$ cat src/rtl/fpga_scan_loader_if.sv
`default_nettype none
// ============================================================================
// Module      : fpga_scan_loader_if
// Description : Word stream bus into the configuration scan loader. One bit
//               per scan chain per word, valid/ready handshake.
//               s_data  : bit i feeds chain i
//               s_valid : s_data valid (driven by the source)
//               s_ready : loader accepts a word this cycle
// Revision    : 1.0 - initial release
// ============================================================================
interface fpga_scan_loader_if #(
    parameter int NUM_CHAINS = 2
);
    logic [NUM_CHAINS-1:0] s_data;
    logic                  s_valid;
    logic                  s_ready;

    modport master (
        output s_data,
        output s_valid,
        input  s_ready
    );

    modport slave (
        input  s_data,
        input  s_valid,
        output s_ready
    );
endinterface
`default_nettype wire

$ cat src/rtl/fpga_scan_loader.sv
`default_nettype none
// ============================================================================
// Module      : fpga_scan_loader
// Description : Streams a configuration bitstream into NUM_CHAINS parallel
//               scan chains (LOAD) or recirculates the chains while comparing
//               their contents against the stream (VERIFY).
// Ports       : scan_clk/reset      - clock, synchronous active-high reset
//               start/mode/chain_mask - operation request, sampled in IDLE
//               abort               - terminate running operation
//               s_bus (slave)       - word stream, one bit per chain
//               chain_scan_in/en/out - fabric scan pins
//               busy/done/err       - status, done is a one-cycle pulse
//               mismatch_cnt        - VERIFY words with any masked mismatch
// Revision    : 1.0 - initial release
// ============================================================================
module fpga_scan_loader #(
    parameter int NUM_CHAINS = 2,
    parameter int CHAIN_LEN  = 1024,
    parameter int MISMATCH_W = 16
) (
    input  logic                  scan_clk,
    input  logic                  reset,
    input  logic                  start,
    input  logic                  mode,
    input  logic [NUM_CHAINS-1:0] chain_mask,
    input  logic                  abort,
    fpga_scan_loader_if.slave     s_bus,
    output logic [NUM_CHAINS-1:0] chain_scan_in,
    output logic [NUM_CHAINS-1:0] chain_scan_en,
    input  logic [NUM_CHAINS-1:0] chain_scan_out,
    output logic                  busy,
    output logic                  done,
    output logic                  err,
    output logic [MISMATCH_W-1:0] mismatch_cnt
);

    localparam int                 c_CNT_W   = $clog2(CHAIN_LEN + 1);
    localparam logic [c_CNT_W-1:0] c_LAST_M1 = c_CNT_W'(CHAIN_LEN - 1);
    localparam logic [c_CNT_W-1:0] c_CNT_ONE = c_CNT_W'(1);

    localparam logic [1:0] c_ST_IDLE  = 2'd0;
    localparam logic [1:0] c_ST_SHIFT = 2'd1;
    localparam logic [1:0] c_ST_DRAIN = 2'd2;

    logic [1:0]            r_state;
    logic                  r_mode;
    logic [NUM_CHAINS-1:0] r_mask;
    logic [NUM_CHAINS-1:0] r_exp;
    logic [NUM_CHAINS-1:0] r_scan_en;
    logic [c_CNT_W-1:0]    r_bit_cnt;
    logic                  r_done;
    logic                  r_err;
    logic [MISMATCH_W-1:0] r_mismatch_cnt;

    logic [1:0] w_state_nxt;
    logic       w_start_ok;
    logic       w_start_bad;
    logic       w_hs;
    logic       w_abort;
    logic       w_finish;
    logic       w_cmp_hit;

    // Next-state and event decode. Abort has priority over a handshake in
    // the same cycle, so an aborted last word never produces done.
    always_comb begin
        w_state_nxt = r_state;
        w_start_ok  = 1'b0;
        w_start_bad = 1'b0;
        w_hs        = 1'b0;
        w_abort     = 1'b0;
        w_finish    = 1'b0;
        case (r_state)
            c_ST_IDLE: begin
                if (start) begin
                    if (|chain_mask) begin
                        w_start_ok  = 1'b1;
                        w_state_nxt = c_ST_SHIFT;
                    end else begin
                        w_start_bad = 1'b1;
                    end
                end
            end
            c_ST_SHIFT: begin
                if (abort) begin
                    w_abort     = 1'b1;
                    w_state_nxt = c_ST_IDLE;
                end else if (s_bus.s_valid) begin
                    w_hs = 1'b1;
                    if (r_bit_cnt == c_LAST_M1) begin
                        w_state_nxt = c_ST_DRAIN;
                    end
                end
            end
            c_ST_DRAIN: begin
                w_state_nxt = c_ST_IDLE;
                if (abort) begin
                    w_abort = 1'b1;
                end else begin
                    w_finish = 1'b1;
                end
            end
            default: begin
                w_state_nxt = c_ST_IDLE;
            end
        endcase
    end

    // The chains shift at every edge where r_scan_en is set; in VERIFY the bit
    // leaving the chain at that edge must equal the word latched for it.
    assign w_cmp_hit = r_mode && (|r_scan_en) &&
                       (|((chain_scan_out ^ r_exp) & r_mask));

    always_ff @(posedge scan_clk) begin
        if (reset) begin
            r_state        <= c_ST_IDLE;
            r_mode         <= 1'b0;
            r_mask         <= '0;
            r_exp          <= '0;
            r_scan_en      <= '0;
            r_bit_cnt      <= '0;
            r_done         <= 1'b0;
            r_err          <= 1'b0;
            r_mismatch_cnt <= '0;
        end else begin
            r_state   <= w_state_nxt;
            r_done    <= w_finish | w_start_bad;
            r_scan_en <= w_hs ? r_mask : '0;
            if (w_hs) begin
                r_exp     <= s_bus.s_data;
                r_bit_cnt <= r_bit_cnt + c_CNT_ONE;
            end
            if (w_start_ok) begin
                r_mode         <= mode;
                r_mask         <= chain_mask;
                r_bit_cnt      <= '0;
                r_err          <= 1'b0;
                r_mismatch_cnt <= '0;
            end else begin
                if (w_start_bad || w_abort) begin
                    r_err <= 1'b1;
                end
                if (w_cmp_hit) begin
                    r_err <= 1'b1;
                    if (r_mismatch_cnt != {MISMATCH_W{1'b1}}) begin
                        r_mismatch_cnt <= r_mismatch_cnt + MISMATCH_W'(1);
                    end
                end
            end
        end
    end

    // VERIFY feeds each chain its own output so the configuration comes back
    // unchanged after CHAIN_LEN shifts.
    for (genvar i = 0; i < NUM_CHAINS; i++) begin : g_chain
        assign chain_scan_in[i] = r_mode ? chain_scan_out[i] : r_exp[i];
    end

    assign chain_scan_en = r_scan_en;
    assign s_bus.s_ready = (r_state == c_ST_SHIFT);
    assign busy          = (r_state != c_ST_IDLE);
    assign done          = r_done;
    assign err           = r_err;
    assign mismatch_cnt  = r_mismatch_cnt;

endmodule
`default_nettype wire

$ cat src/flat_wrapper.sv
// flat-port wrapper written by rule: the top's interface ports become plain ports
module fpga_scan_loader_flat 
#(
    parameter int NUM_CHAINS = 2,
    parameter int CHAIN_LEN  = 1024,
    parameter int MISMATCH_W = 16
)
  (scan_clk, reset, start, mode, chain_mask, abort, chain_scan_in, chain_scan_en, chain_scan_out, busy, done, err, mismatch_cnt, s_bus_s_data, s_bus_s_valid, s_bus_s_ready);
  fpga_scan_loader_if #(.NUM_CHAINS(NUM_CHAINS)) s_bus_i ();
  input  logic scan_clk;
  input  logic reset;
  input  logic start;
  input  logic mode;
  input  logic [NUM_CHAINS-1:0] chain_mask;
  input  logic abort;
  output logic [NUM_CHAINS-1:0] chain_scan_in;
  output logic [NUM_CHAINS-1:0] chain_scan_en;
  input  logic [NUM_CHAINS-1:0] chain_scan_out;
  output logic busy;
  output logic done;
  output logic err;
  output logic [MISMATCH_W-1:0] mismatch_cnt;
  input wire logic [$bits(s_bus_i.s_data)-1:0] s_bus_s_data;
  input wire logic [$bits(s_bus_i.s_valid)-1:0] s_bus_s_valid;
  output wire logic [$bits(s_bus_i.s_ready)-1:0] s_bus_s_ready;
  assign s_bus_i.s_data = s_bus_s_data;
  assign s_bus_i.s_valid = s_bus_s_valid;
  assign s_bus_s_ready = s_bus_i.s_ready;
  fpga_scan_loader #(.NUM_CHAINS(NUM_CHAINS), .CHAIN_LEN(CHAIN_LEN), .MISMATCH_W(MISMATCH_W)) u_core (.scan_clk(scan_clk), .reset(reset), .start(start), .mode(mode), .chain_mask(chain_mask), .abort(abort), .s_bus(s_bus_i), .chain_scan_in(chain_scan_in), .chain_scan_en(chain_scan_en), .chain_scan_out(chain_scan_out), .busy(busy), .done(done), .err(err), .mismatch_cnt(mismatch_cnt));
endmodule
$ cat config.mk
export PLATFORM = sky130hd
export DESIGN_NAME = fpga_scan_loader_flat
export DESIGN_NICKNAME = d
export VERILOG_FILES = /design/src/rtl/fpga_scan_loader_if.sv /design/src/rtl/fpga_scan_loader.sv /design/src/flat_wrapper.sv
export SDC_FILE = /design/constraint.sdc
export NUM_CORES = 1
export LEC_CHECK = 0
export CORE_MARGIN = 1
export CORE_UTILIZATION = 55
export CTS_BUF_LIST = sky130_fd_sc_hd__clkbuf_16
export DETAILED_ROUTE_END_ITERATION = 12
export PLACE_DENSITY = 0.91
export SYNTH_ARGS = -nofsm -noshare
export SYNTH_HDL_FRONTEND = slang
export SYNTH_SLANG_ARGS = --single-unit
export TNS_END_PERCENT = 1
$ cat constraint.sdc
create_clock -name scan_clk -period 4.9 [get_ports scan_clk]
set_clock_uncertainty 0.2 [all_clocks]
set_input_delay 0.735 -clock scan_clk [delete_from_list [all_inputs] [get_ports scan_clk]]
set_output_delay 0.735 -clock scan_clk [all_outputs]
set_load 0.01 [all_outputs]
==> flow_summary.json, run 1 <==
{
  "critPathSlowestCell": "clkdlybuf4s50_1",
  "synth_xor_area_share_pct": 10.4,
  "setup_viol": 0,
  "multi_input_area_um2": 1030,
  "wl_mm": 3.83,
  "final_area_um2": 2390,
  "status": "finished, final reports clean",
  "core_area_um2": 3130,
  "fill_cells": 227,
  "synthAdderAreaFrac_pct": 3.38,
  "cts_tree": "done",
  "r2r_cells": 6,
  "die_h_um": 60.0,
  "drv_slew": 0,
  "worstPathRequired_ps": 3960,
  "root_buffer": "clkbuf_16",
  "syn_to_final_growth_pct": 29.1,
  "path_buf_inv": 2,
  "nets": 264,
  "critPathTopFamily": "buffers and inverters",
  "synth.cell_area_um2": 1850,
  "io_buffers": 35,
  "synth_top_family_by_area": "simple AND/OR/NAND/NOR gates",
  "intPower_mw": 0.586,
  "start_util_pct": 59.2,
  "p_seq_share_pct": 43.0,
  "path_class": "in2out",
  "p_sw_share_pct": 21.6,
  "grt_pass1_vias": 1438,
  "synth_top_area_share_pct": 41.1,
  "fin_crit_sh_pct": 58.3,
  "synth_nets": 228,
  "postCtsHoldBufs": 0,
  "antenna_found_initial": 0,
  "crit_path_start_kind": "input port",
  "ant_nets": 0,
  "syn_area_per_cell_um2": 8.77,
  "die_area_um2": 3600,
  "final_util_pct": 76.4,
  "worstPathArrival_ps": 1920,
  "fp-row-count": 20,
  "wire_per_inst_um": 13.1,
  "clkTransAtPathRegs_ps": 50,
  "synth_edf_count": 0,
  "tns_ps": 0,
  "yosysWarnings": 0,
  "fmax_mhz": 350,
  "p_sw_mw": 0.161,
  "pwr-share-clk_pct": 48.4,
  "post_cts_buffers": 0,
  "p_leak_nw": 0.801,
  "hpwl_mm": 2.67,
  "async_flop_share_pct": 0,
  "drt_iter0_markers": 89,
  "r2r-start": "u_core.r_state[0]$_SDFFE_PP0P_",
  "path_cells": "clkdlybuf4s50_1 > mux2_2 > clkdlybuf4s50_1",
  "yosysMostFrequentCell": "dfxtp_1",
  "path_common_cell": "clkdlybuf4s50_1",
  "worst_pin_slew_ps": 1090,
  "cpPeakStageDelay_ps": 480,
  "finalHoldViolCount": 0,
  "clk_latency_ps": 280,
  "ys_seq_elements": 38,
  "vias": 1621,
  "grt_start_max_net_pins": 30,
  "rsz0062_at_grt": "no",
  "fp.dieW_um": 60.0,
  "power_density_nw_per_um2": 312,
  "regArea_um2": 761,
  "yosys.area_share.simple_pct": 29.6,
  "path_depth": 3,
  "timing.hold.ws_ps": 274,
  "yosysTopAreaCell": "dfxtp_1",
  "synth_compound_area_share_pct": 8.25,
  "end_kind": "primary output",
  "dr.pass1.iters": 4,
  "drive_gt1_share_pct": 8.87,
  "hp-class": "reg2reg",
  "synth_area_leaders": "dfxtp_1 (41%), xnor2_1 (9.0%), nor2_1 (6.5%), nand2_1 (3.4%), ha_1 (3.4%)",
  "crit_end": "chain_scan_in[1]",
  "via_per_inst": 5.55,
  "ios": 36,
  "cts.path.max_buffers": 2,
  "fin_total_pwr_mw": 0.747,
  "place_congestion": 0.806,
  "drc_errors": 0,
  "r2r_end": "u_core.mismatch_cnt[11]$_SDFFE_PP0P_",
  "grt_pass1_wl_mm": 6.27,
  "synth_flop_cell": "dfxtp_1",
  "synth_cell_types": 39,
  "cp_max_fo": 2,
  "grtUsageTotal_pct": 23.6,
  "synthCells": 211,
  "clkSinkCount": 38,
  "cts_inserted_buffers": 5,
  "ys_seq_area_share_pct": 41.1,
  "pwr-share-comb_pct": 8.7,
  "r2r_setup_slack_ps": 2570,
  "h-tree-depth": 2,
  "cap_violations": 0,
  "period_needed_ps": 2850,
  "antenna_cells": 0,
  "peakVddDrop_uv": 258,
  "maxSlewHeadroom_pct": 27.1,
  "cts_resized": 0,
  "placed_area_um2": 2220,
  "grt-ovfl-total": 0,
  "critPathLaunch": "chain_scan_out[1]",
  "yosys-top-cells-count": "dfxtp_1 (38), nor2_1 (32), xnor2_1 (19), nand2_1 (17), nor3_1 (10)",
  "synthMuxAreaShare_pct": 3.92
}
[power by group through the flow]
stage	sequential (mW)	combinational, mW	clock, mW
2_1_floorplan	0.327	0.0373	0
3_3_place_gp	0.327	0.0635	0
3_5_place_dp	0.327	0.0645	0
4_1_cts	0.321	0.0654	0.363
5_1_grt	0.321	0.0715	0.382
6_report	0.321	0.0648	0.361
[how the worst min path moves through the flow]
stage	endpoint	slack [ps]	cells past startpoint	startpoint
after CTS	u_core.r_mask[0]$_SDFFE_PP0P_	280	2	u_core.r_mask[0]$_SDFFE_PP0P_
after floorplan	u_core.r_mask[0]$_SDFFE_PP0P_	240	2	u_core.r_mask[0]$_SDFFE_PP0P_
final	u_core.r_mask[0]$_SDFFE_PP0P_	270	2	u_core.r_mask[0]$_SDFFE_PP0P_
after detailed placement	u_core.r_mask[0]$_SDFFE_PP0P_	270	2	u_core.r_mask[0]$_SDFFE_PP0P_
after global routing	u_core.r_mask[0]$_SDFFE_PP0P_	300	2	u_core.r_mask[0]$_SDFFE_PP0P_
after global placement	u_core.r_mask[0]$_SDFFE_PP0P_	260	2	u_core.r_mask[0]$_SDFFE_PP0P_
[cell type report]
cell class | instances | share of cell area (%)
timing repair buffer | 35 | 14.7
clock inverter | 3 | 1.68
clock buffer | 5 | 5.24
multi-input combinational | 159 | 43.0
tap | 44 | 2.30
inverter | 8 | 1.26
sequential | 38 | 31.8
[metrics by stage]
step | worst slack, ps | cells
after floorplan | 2850 | 211
after global placement | 1950 | 284
after detailed placement | 1920 | 284
after CTS | 2030 | 292
after global routing | 2010 | 292
final | 2050 | 292
[worst min-delay path: cells and delay by family (launching register included)]
family | cells | cell delay [ps]
flops | 1 | 320
simple gates | 1 | 60
compound gates | 1 | 50
[state kept, by name, indices dropped and copies added, names as in the netlist]
register,flops
u_core.chain_scan_en,2
u_core.done,1
u_core.err,1
u_core.mismatch_cnt,16
u_core.r_bit_cnt,11
u_core.r_exp,2
u_core.r_mask,2
u_core.r_mode,1
u_core.r_state,2
[per-layer routing]
metal	share of wire [%]	global-route usage, %	vias up	wire (um)
met5	0	0	-	0
met4	0.97	5.32	0	37
met3	5.5	8.44	5	209
met2	48	39.0	47	1840
met1	46	29.3	757	1750
li1	-	-	812	-
[cells in the final DEF (no fill, tap or decap), types with 2 or more instances in the layout]
| cell | n |
|---|---|
| a21oi_1 | 9 |
| clkbuf_16 | 5 |
| clkdlybuf4s50_1 | 35 |
| clkinv_2 | 2 |
| dfxtp_1 | 38 |
| ha_1 | 5 |
| inv_1 | 8 |
| mux2_2 | 2 |
| mux2i_1 | 5 |
| nand2_1 | 17 |
| nand2b_1 | 4 |
| nand3_1 | 9 |
| nand4_1 | 8 |
| nor2_1 | 32 |
| nor2_2 | 2 |
| nor3_1 | 10 |
| nor3b_1 | 3 |
| nor4_1 | 5 |
| nor4_2 | 2 |
| o211ai_1 | 3 |
| o21ai_0 | 3 |
| or3_1 | 3 |
| xnor2_1 | 19 |
| xor2_1 | 3 |
[kinds of logic after synthesis]
group / Yosys count
AND/OR/NAND/NOR: 102
flip-flops: 38
AO/OA/AOI/OAI: 23
XOR/XNOR: 22
buffers and inverters: 14
multiplexers: 7
adder cells (fa/ha/maj): 5
Power figures use the tool's default switching activity.
==> run 2, diff against run 1 <==
--- a/config.mk
+++ b/config.mk
@@ -6,10 +6,10 @@
 export NUM_CORES = 1
 export LEC_CHECK = 0
 export CORE_MARGIN = 1
-export CORE_UTILIZATION = 55
+export CORE_UTILIZATION = 46
 export CTS_BUF_LIST = sky130_fd_sc_hd__clkbuf_16
 export DETAILED_ROUTE_END_ITERATION = 12
-export PLACE_DENSITY = 0.91
+export PLACE_DENSITY = 0.82
 export SYNTH_ARGS = -nofsm -noshare
 export SYNTH_HDL_FRONTEND = slang
 export SYNTH_SLANG_ARGS = --single-unit
==> constraint.sdc (replaced) <==
create_clock -name scan_clk -period 2.5 [get_ports scan_clk]
set_clock_uncertainty 0.2 [all_clocks]
set_input_delay 0.375 -clock scan_clk [delete_from_list [all_inputs] [get_ports scan_clk]]
set_output_delay 0.375 -clock scan_clk [all_outputs]
set_load 0.01 [all_outputs]
==> run 2 against run 1 <==
Effect of this change:
- sequential share of layout area is 0.43 points lower
- register-to-register slack worse by 2300 ps
- utilization is 12 points lower
- highest routed layer unchanged
- clock-buffer cell count stayed put
- setup slack worse by 1800 ps
- clock power is 99% higher
- critical endpoint is now u_core.mismatch_cnt[15]$_SDFFE_PP0P_
==> flow_summary.json, run 2 (synthesized netlist as in run 1, its figures left out) <==
{
  "r2r_end": "u_core.mismatch_cnt[15]$_SDFFE_PP0P_",
  "cts.path.max_buffers": 2,
  "clkSinkCount": 38,
  "start_util_pct": 49.1,
  "syn_to_final_growth_pct": 30.9,
  "fin_total_pwr_mw": 1.48,
  "drive_gt1_share_pct": 9.96,
  "wire_per_inst_um": 12.9,
  "ant_nets": 0,
  "dr.pass1.iters": 4,
  "cap_violations": 0,
  "clkTransAtPathRegs_ps": 60,
  "min_from": "u_core.r_mask[1]$_SDFFE_PP0P_",
  "antenna_found_initial": 0,
  "cts_tree": "done",
  "p_seq_share_pct": 42.4,
  "maxSlewHeadroom_pct": 54.6,
  "cp_max_fo": 7,
  "h-tree-depth": 2,
  "end_kind": "flop",
  "grt-ovfl-total": 0,
  "pwr-share-comb_pct": 9.1,
  "fp-row-count": 22,
  "nets": 267,
  "clk_latency_ps": 280,
  "drc_errors": 0,
  "final_cells": 299,
  "setup_viol": 0,
  "via_per_inst": 5.42,
  "io_buffers": 35,
  "status": "finished, final reports clean",
  "cts_inserted_buffers": 5,
  "cts_resized": 0,
  "intPower_mw": 1.16,
  "place_congestion": 0.837,
  "post_cts_buffers": 0,
  "hpwl_mm": 2.74,
  "worstPathArrival_ps": 2210,
  "path_class": "reg2reg",
  "die_h_um": 65.4,
  "power_density_nw_per_um2": 611,
  "grt_pass1_wl_mm": 6.71,
  "grtUsageTotal_pct": 20.8,
  "p_sw_share_pct": 22.0,
  "tns_ps": 0,
  "hp-class": "reg2reg",
  "drv_slew": 0,
  "p_sw_mw": 0.325,
  "die_area_um2": 4280,
  "placed_area_um2": 2250,
  "largest_reg_flops": 16,
  "r2r_cells": 6,
  "final_area_um2": 2420,
  "grt_pass1_vias": 1492,
  "worstPathRequired_ps": 2500,
  "peakVddDrop_uv": 461,
  "antenna_cells": 0,
  "min_path_cells": 2,
  "core_area_um2": 3770,
  "finalHoldViolCount": 0,
  "pwr-share-clk_pct": 48.5,
  "fp.dieW_um": 65.4,
  "mostFrequentLayoutCell": "dfxtp_1",
  "drt_iter0_markers": 102,
  "postCtsHoldBufs": 0,
  "crit_path_start_kind": "flop",
  "r2r-start": "u_core.mismatch_cnt[0]$_SDFFE_PP0P_",
  "min_to": "u_core.r_mask[1]$_SDFFE_PP0P_",
  "place_inst": 291,
  "fin_crit_sh_pct": 88.3,
  "final_cell_mix": "dfxtp_1 (38), clkdlybuf4s50_1 (35), nor2_1 (32), xnor2_1 (19), nand2_1 (17)",
  "fmax_mhz": 453,
  "grt_start_max_net_pins": 16,
  "period_needed_ps": 2210,
  "wl_mm": 3.86,
  "vias": 1621,
  "r2r_setup_slack_ps": 290,
  "worst_pin_slew_ps": 674,
  "p_leak_nw": 0.807,
  "ios": 36,
  "rsz0062_at_grt": "no",
  "root_buffer": "clkbuf_16"
}
-- run 2: critical path: stages (launching register included) --
cell and delay [ps]:
dfxtp_1 400, ha_1 230, nand3_2 210, nor4_4 550
nor2_2 160, a31o_1 220, a21oi_1 150
-- run 2: metal layers --
layer	routed length, um	share of wire [%]	global-route usage (%)	vias up
met3	184	4.8	6.94	7
met2	1790	46	32.1	50
met1	1820	47	27.0	746
met4	70	1.8	6.79	0
li1	-	-	-	818
met5	0	0	0	-
-- run 2: through the flow --
stage / hold WS (ps) / util [%] / setup slack (ps)
floorplan: 245 / - / 594
detailed placement: 274 / 59.7 / 234
finish: 299 / 64.2 / 293
global placement: 265 / 59.7 / 276
global route: 318 / 64.2 / 166
CTS: 292 / 64.2 / 285
-- run 2: how the worst max path moves through the flow --
stage,from,end,slack [ps],cells past startpoint
after global placement,chain_scan_out[1],u_core.mismatch_cnt[6]$_SDFFE_PP0P_,280,6
after floorplan,u_core.mismatch_cnt[0]$_SDFFE_PP0P_,u_core.mismatch_cnt[15]$_SDFFE_PP0P_,590,6
final,u_core.mismatch_cnt[0]$_SDFFE_PP0P_,u_core.mismatch_cnt[15]$_SDFFE_PP0P_,290,6
after detailed placement,chain_scan_out[1],u_core.mismatch_cnt[14]$_SDFFE_PP0P_,230,6
after global routing,u_core.mismatch_cnt[0]$_SDFFE_PP0P_,u_core.mismatch_cnt[15]$_SDFFE_PP0P_,170,6
after CTS,u_core.mismatch_cnt[0]$_SDFFE_PP0P_,u_core.mismatch_cnt[15]$_SDFFE_PP0P_,290,6
-- run 2: final cells by class --
| class | instances | area, um2 |
|---|---|---|
| fill | 317 | 1350 |
| tap | 48 | 60.1 |
| clock buffer | 5 | 125 |
| multi-input combinational | 159 | 1030 |
| sequential | 38 | 761 |
| inverter | 8 | 30.0 |
| clock inverter | 3 | 45.0 |
| timing repair buffer | 38 | 373 |
-- run 2: power by group through the flow --
stage | registers (mW) | logic (mW) | clock network, mW
after floorplan | 0.641 | 0.0731 | 0
after global placement | 0.641 | 0.134 | 0
after detailed placement | 0.642 | 0.135 | 0
after CTS | 0.629 | 0.136 | 0.729
after global routing | 0.630 | 0.148 | 0.760
final | 0.629 | 0.135 | 0.718
==> run 3, diff against run 2 <==
--- a/config.mk
+++ b/config.mk
@@ -5,9 +5,9 @@
 export SDC_FILE = /design/constraint.sdc
 export NUM_CORES = 1
 export LEC_CHECK = 0
+export ABC_AREA = 0
 export CORE_MARGIN = 1
 export CORE_UTILIZATION = 46
-export CTS_BUF_LIST = sky130_fd_sc_hd__clkbuf_16
 export DETAILED_ROUTE_END_ITERATION = 12
 export PLACE_DENSITY = 0.82
 export SYNTH_ARGS = -nofsm -noshare
==> constraint.sdc (replaced) <==
create_clock -name scan_clk -period 1.8 [get_ports scan_clk]
set_clock_uncertainty 0.2 [all_clocks]
set_input_delay 0.27 -clock scan_clk [delete_from_list [all_inputs] [get_ports scan_clk]]
set_output_delay 0.27 -clock scan_clk [all_outputs]
set_load 0.01 [all_outputs]
==> run 3 against run 2 <==
Effect of this change:
- the run now ends with negative setup slack left
- first-iteration DRC count grew 56%
- sequential power grew 38%
- flip-flop and latch count is the same
- cell count grew 14%
- sequential share of layout area shrank 3.7 points
- critical endpoint is now u_core.mismatch_cnt[3]$_SDFFE_PP0P_
- largest power group is now sequential cells
- highest routed layer unchanged
==> flow_summary.json, run 3 (synthesized netlist as in run 1, its figures left out) <==
{
  "status": "complete, but fails checks",
  "failed_checks": "negative setup slack",
  "pwr-share-clk_pct": 33.5,
  "placed_area_um2": 2520,
  "r2r_setup_slack_ps": -50,
  "die_area_um2": 4280,
  "r2r-start": "u_core.mismatch_cnt[1]$_SDFFE_PP0P_",
  "p_leak_nw": 1.14,
  "grt_pass1_vias": 1752,
  "min_to": "u_core.r_mask[1]$_SDFFE_PP0P_",
  "path_buf_inv": 1,
  "peakVddDrop_uv": 450,
  "clkTransAtPathRegs_ps": 70,
  "wire_per_inst_um": 14.6,
  "clk_latency_ps": 290,
  "drt_iter0_markers": 159,
  "grt_start_max_net_pins": 14,
  "root_buffer": "clkbuf_8",
  "drv_slew": 0,
  "vias": 1867,
  "clkSinkCount": 38,
  "cts_tree": "done",
  "tns_ps": -93.9,
  "grtUsageTotal_pct": 23.4,
  "largest_reg_flops": 16,
  "final_cells": 342,
  "fin_total_pwr_mw": 1.65,
  "wl_mm": 4.99,
  "antenna_cells": 0,
  "via_per_inst": 5.46,
  "p_sw_mw": 0.407,
  "critPathSlowestCell": "dfxtp_4",
  "syn_to_final_growth_pct": 52.3,
  "place_congestion": 0.901,
  "finalHoldViolCount": 0,
  "critPathTopFamily": "simple AND/OR/NAND/NOR gates",
  "route.met3.wl_um": 218,
  "antenna_found_initial": 0,
  "path_depth": 7,
  "dr.pass1.iters": 5,
  "path_cells": "ha_4 > nand3_4 > nor4_4 > buf_4 > nor3_4 > xnor2_1 > nor2_1",
  "min_path_cells": 2,
  "top_layer_used": "met4",
  "end_kind": "flop",
  "h-tree-depth": 2,
  "grt-ovfl-total": 0,
  "cpPeakStageDelay_ps": 380,
  "maxSlewHeadroom_pct": 79.1,
  "setup_viol": 4,
  "ios": 36,
  "final_cell_mix": "buf_4 (47), nor2_1 (31), dfxtp_1 (28), clkdlybuf4s50_1 (25), xnor2_1 (18)",
  "wl_met1_mm": 2.13,
  "drive_gt1_share_pct": 31.0,
  "path_class": "reg2reg",
  "final_util_pct": 74.7,
  "cts_inserted_buffers": 5,
  "io_buffers": 35,
  "ant_nets": 0,
  "fp.dieW_um": 65.4,
  "start_util_pct": 49.1,
  "fmax_mhz": 540,
  "p_seq_share_pct": 52.7,
  "drc_errors": 0,
  "min_from": "u_core.r_mask[1]$_SDFFE_PP0P_",
  "grt_pass1_wl_mm": 7.58,
  "cp_max_fo": 6,
  "setup_ws_ps": -53.0,
  "cap_violations": 0,
  "hpwl_mm": 3.26,
  "fin_crit_sh_pct": 103,
  "period_needed_ps": 1850,
  "nets": 311,
  "final_area_um2": 2820,
  "core_area_um2": 3770,
  "fp-row-count": 22,
  "crit_path_start_kind": "flop",
  "intPower_mw": 1.24,
  "worstPathRequired_ps": 1780,
  "hp-class": "reg2reg",
  "mostFrequentLayoutCell": "buf_4",
  "rsz0062_at_grt": "yes",
  "route.met2.wl_mm": 2.48,
  "worstPathArrival_ps": 1830,
  "place_inst": 327,
  "die_h_um": 65.4,
  "power_density_nw_per_um2": 585,
  "pwr-share-comb_pct": 13.8,
  "worst_pin_slew_ps": 310,
  "cts.path.max_buffers": 2,
  "r2r_cells": 7,
  "r2r_end": "u_core.mismatch_cnt[3]$_SDFFE_PP0P_",
  "p_sw_share_pct": 24.7
}
## run 3: cell count changes in the layout (fill, tap and decap cells not counted), sizes merged
cell           before  now
bufinv              1    0
clkbuf              5    7
dlymetal6s2s        0    6
dlygate4sd2         0    3
clkinvlp            2    0
clkdlybuf4s50      35   25
buf                 3   47
clkdlybuf4s15       0    1
## run 3: worst max path at each step
| stage | startpoint | end | slack [ps] |
|---|---|---|---|
| after global routing | u_core.mismatch_cnt[13]$_SDFFE_PP0P_ | u_core.mismatch_cnt[3]$_SDFFE_PP0P_ | -130 |
| after CTS | chain_scan_out[1] | u_core.mismatch_cnt[10]$_SDFFE_PP0P_ | -40 |
| after detailed placement | chain_scan_out[1] | u_core.mismatch_cnt[14]$_SDFFE_PP0P_ | -330 |
| after floorplan | u_core.r_state[1]$_SDFFE_PP0P_ | u_core.r_bit_cnt[8]$_SDFFE_PP0P_ | -100 |
| final | u_core.mismatch_cnt[1]$_SDFFE_PP0P_ | u_core.mismatch_cnt[3]$_SDFFE_PP0P_ | -50 |
| after global placement | chain_scan_out[1] | u_core.mismatch_cnt[14]$_SDFFE_PP0P_ | -270 |
## run 3: final cells by class
class / instances / area (um2)
Fill cell: 245 / 953
Multi-Input combinational cell: 159 / 1160
Inverter: 8 / 30.0
Clock buffer: 7 / 76.3
Tap cell: 48 / 60.1
Timing Repair Buffer: 82 / 714
Sequential cell: 38 / 781
## run 3: worst reg2reg max path: cells and delay by family (launching register included)
family / cells / cell delay [ps]
simple gates: 4 / 580
flops: 1 / 380
buf+inv: 1 / 230
xor+xnor: 1 / 190
fa+ha+maj: 1 / 160
## run 3: what timing repair did
item	in CTS	in global routing
pin swaps	0	9
gates cloned	0	0
hold buffers	0	0
setup buffers	0	8
gates resized for setup	12	36
setup endpoints to repair	16	30
## run 3: metrics by stage
stage          hold slack, ps  worst slack, ps
6_report                  283            -53.0
5_1_grt                   288             -130
4_1_cts                   277            -41.3
3_5_place_dp              265             -334
3_3_place_gp              262             -271
2_1_floorplan             214            -97.7
## run 3: metal layers
metal	up-vias	global-route usage (%)
li1	905	-
met1	889	28.1
met2	56	39.3
met3	17	5.38
met4	0	10.9
met5	-	0
## run 3: power by group through the flow
stage          Combinational (mW)  Sequential [mW]  Clock [mW]
2_1_floorplan               0.102            0.890           0
3_3_place_gp                0.222            0.890           0
3_5_place_dp                0.228            0.890           0
4_1_cts                     0.221            0.870       0.556
5_1_grt                     0.248            0.871       0.598
6_report                    0.228            0.870       0.552
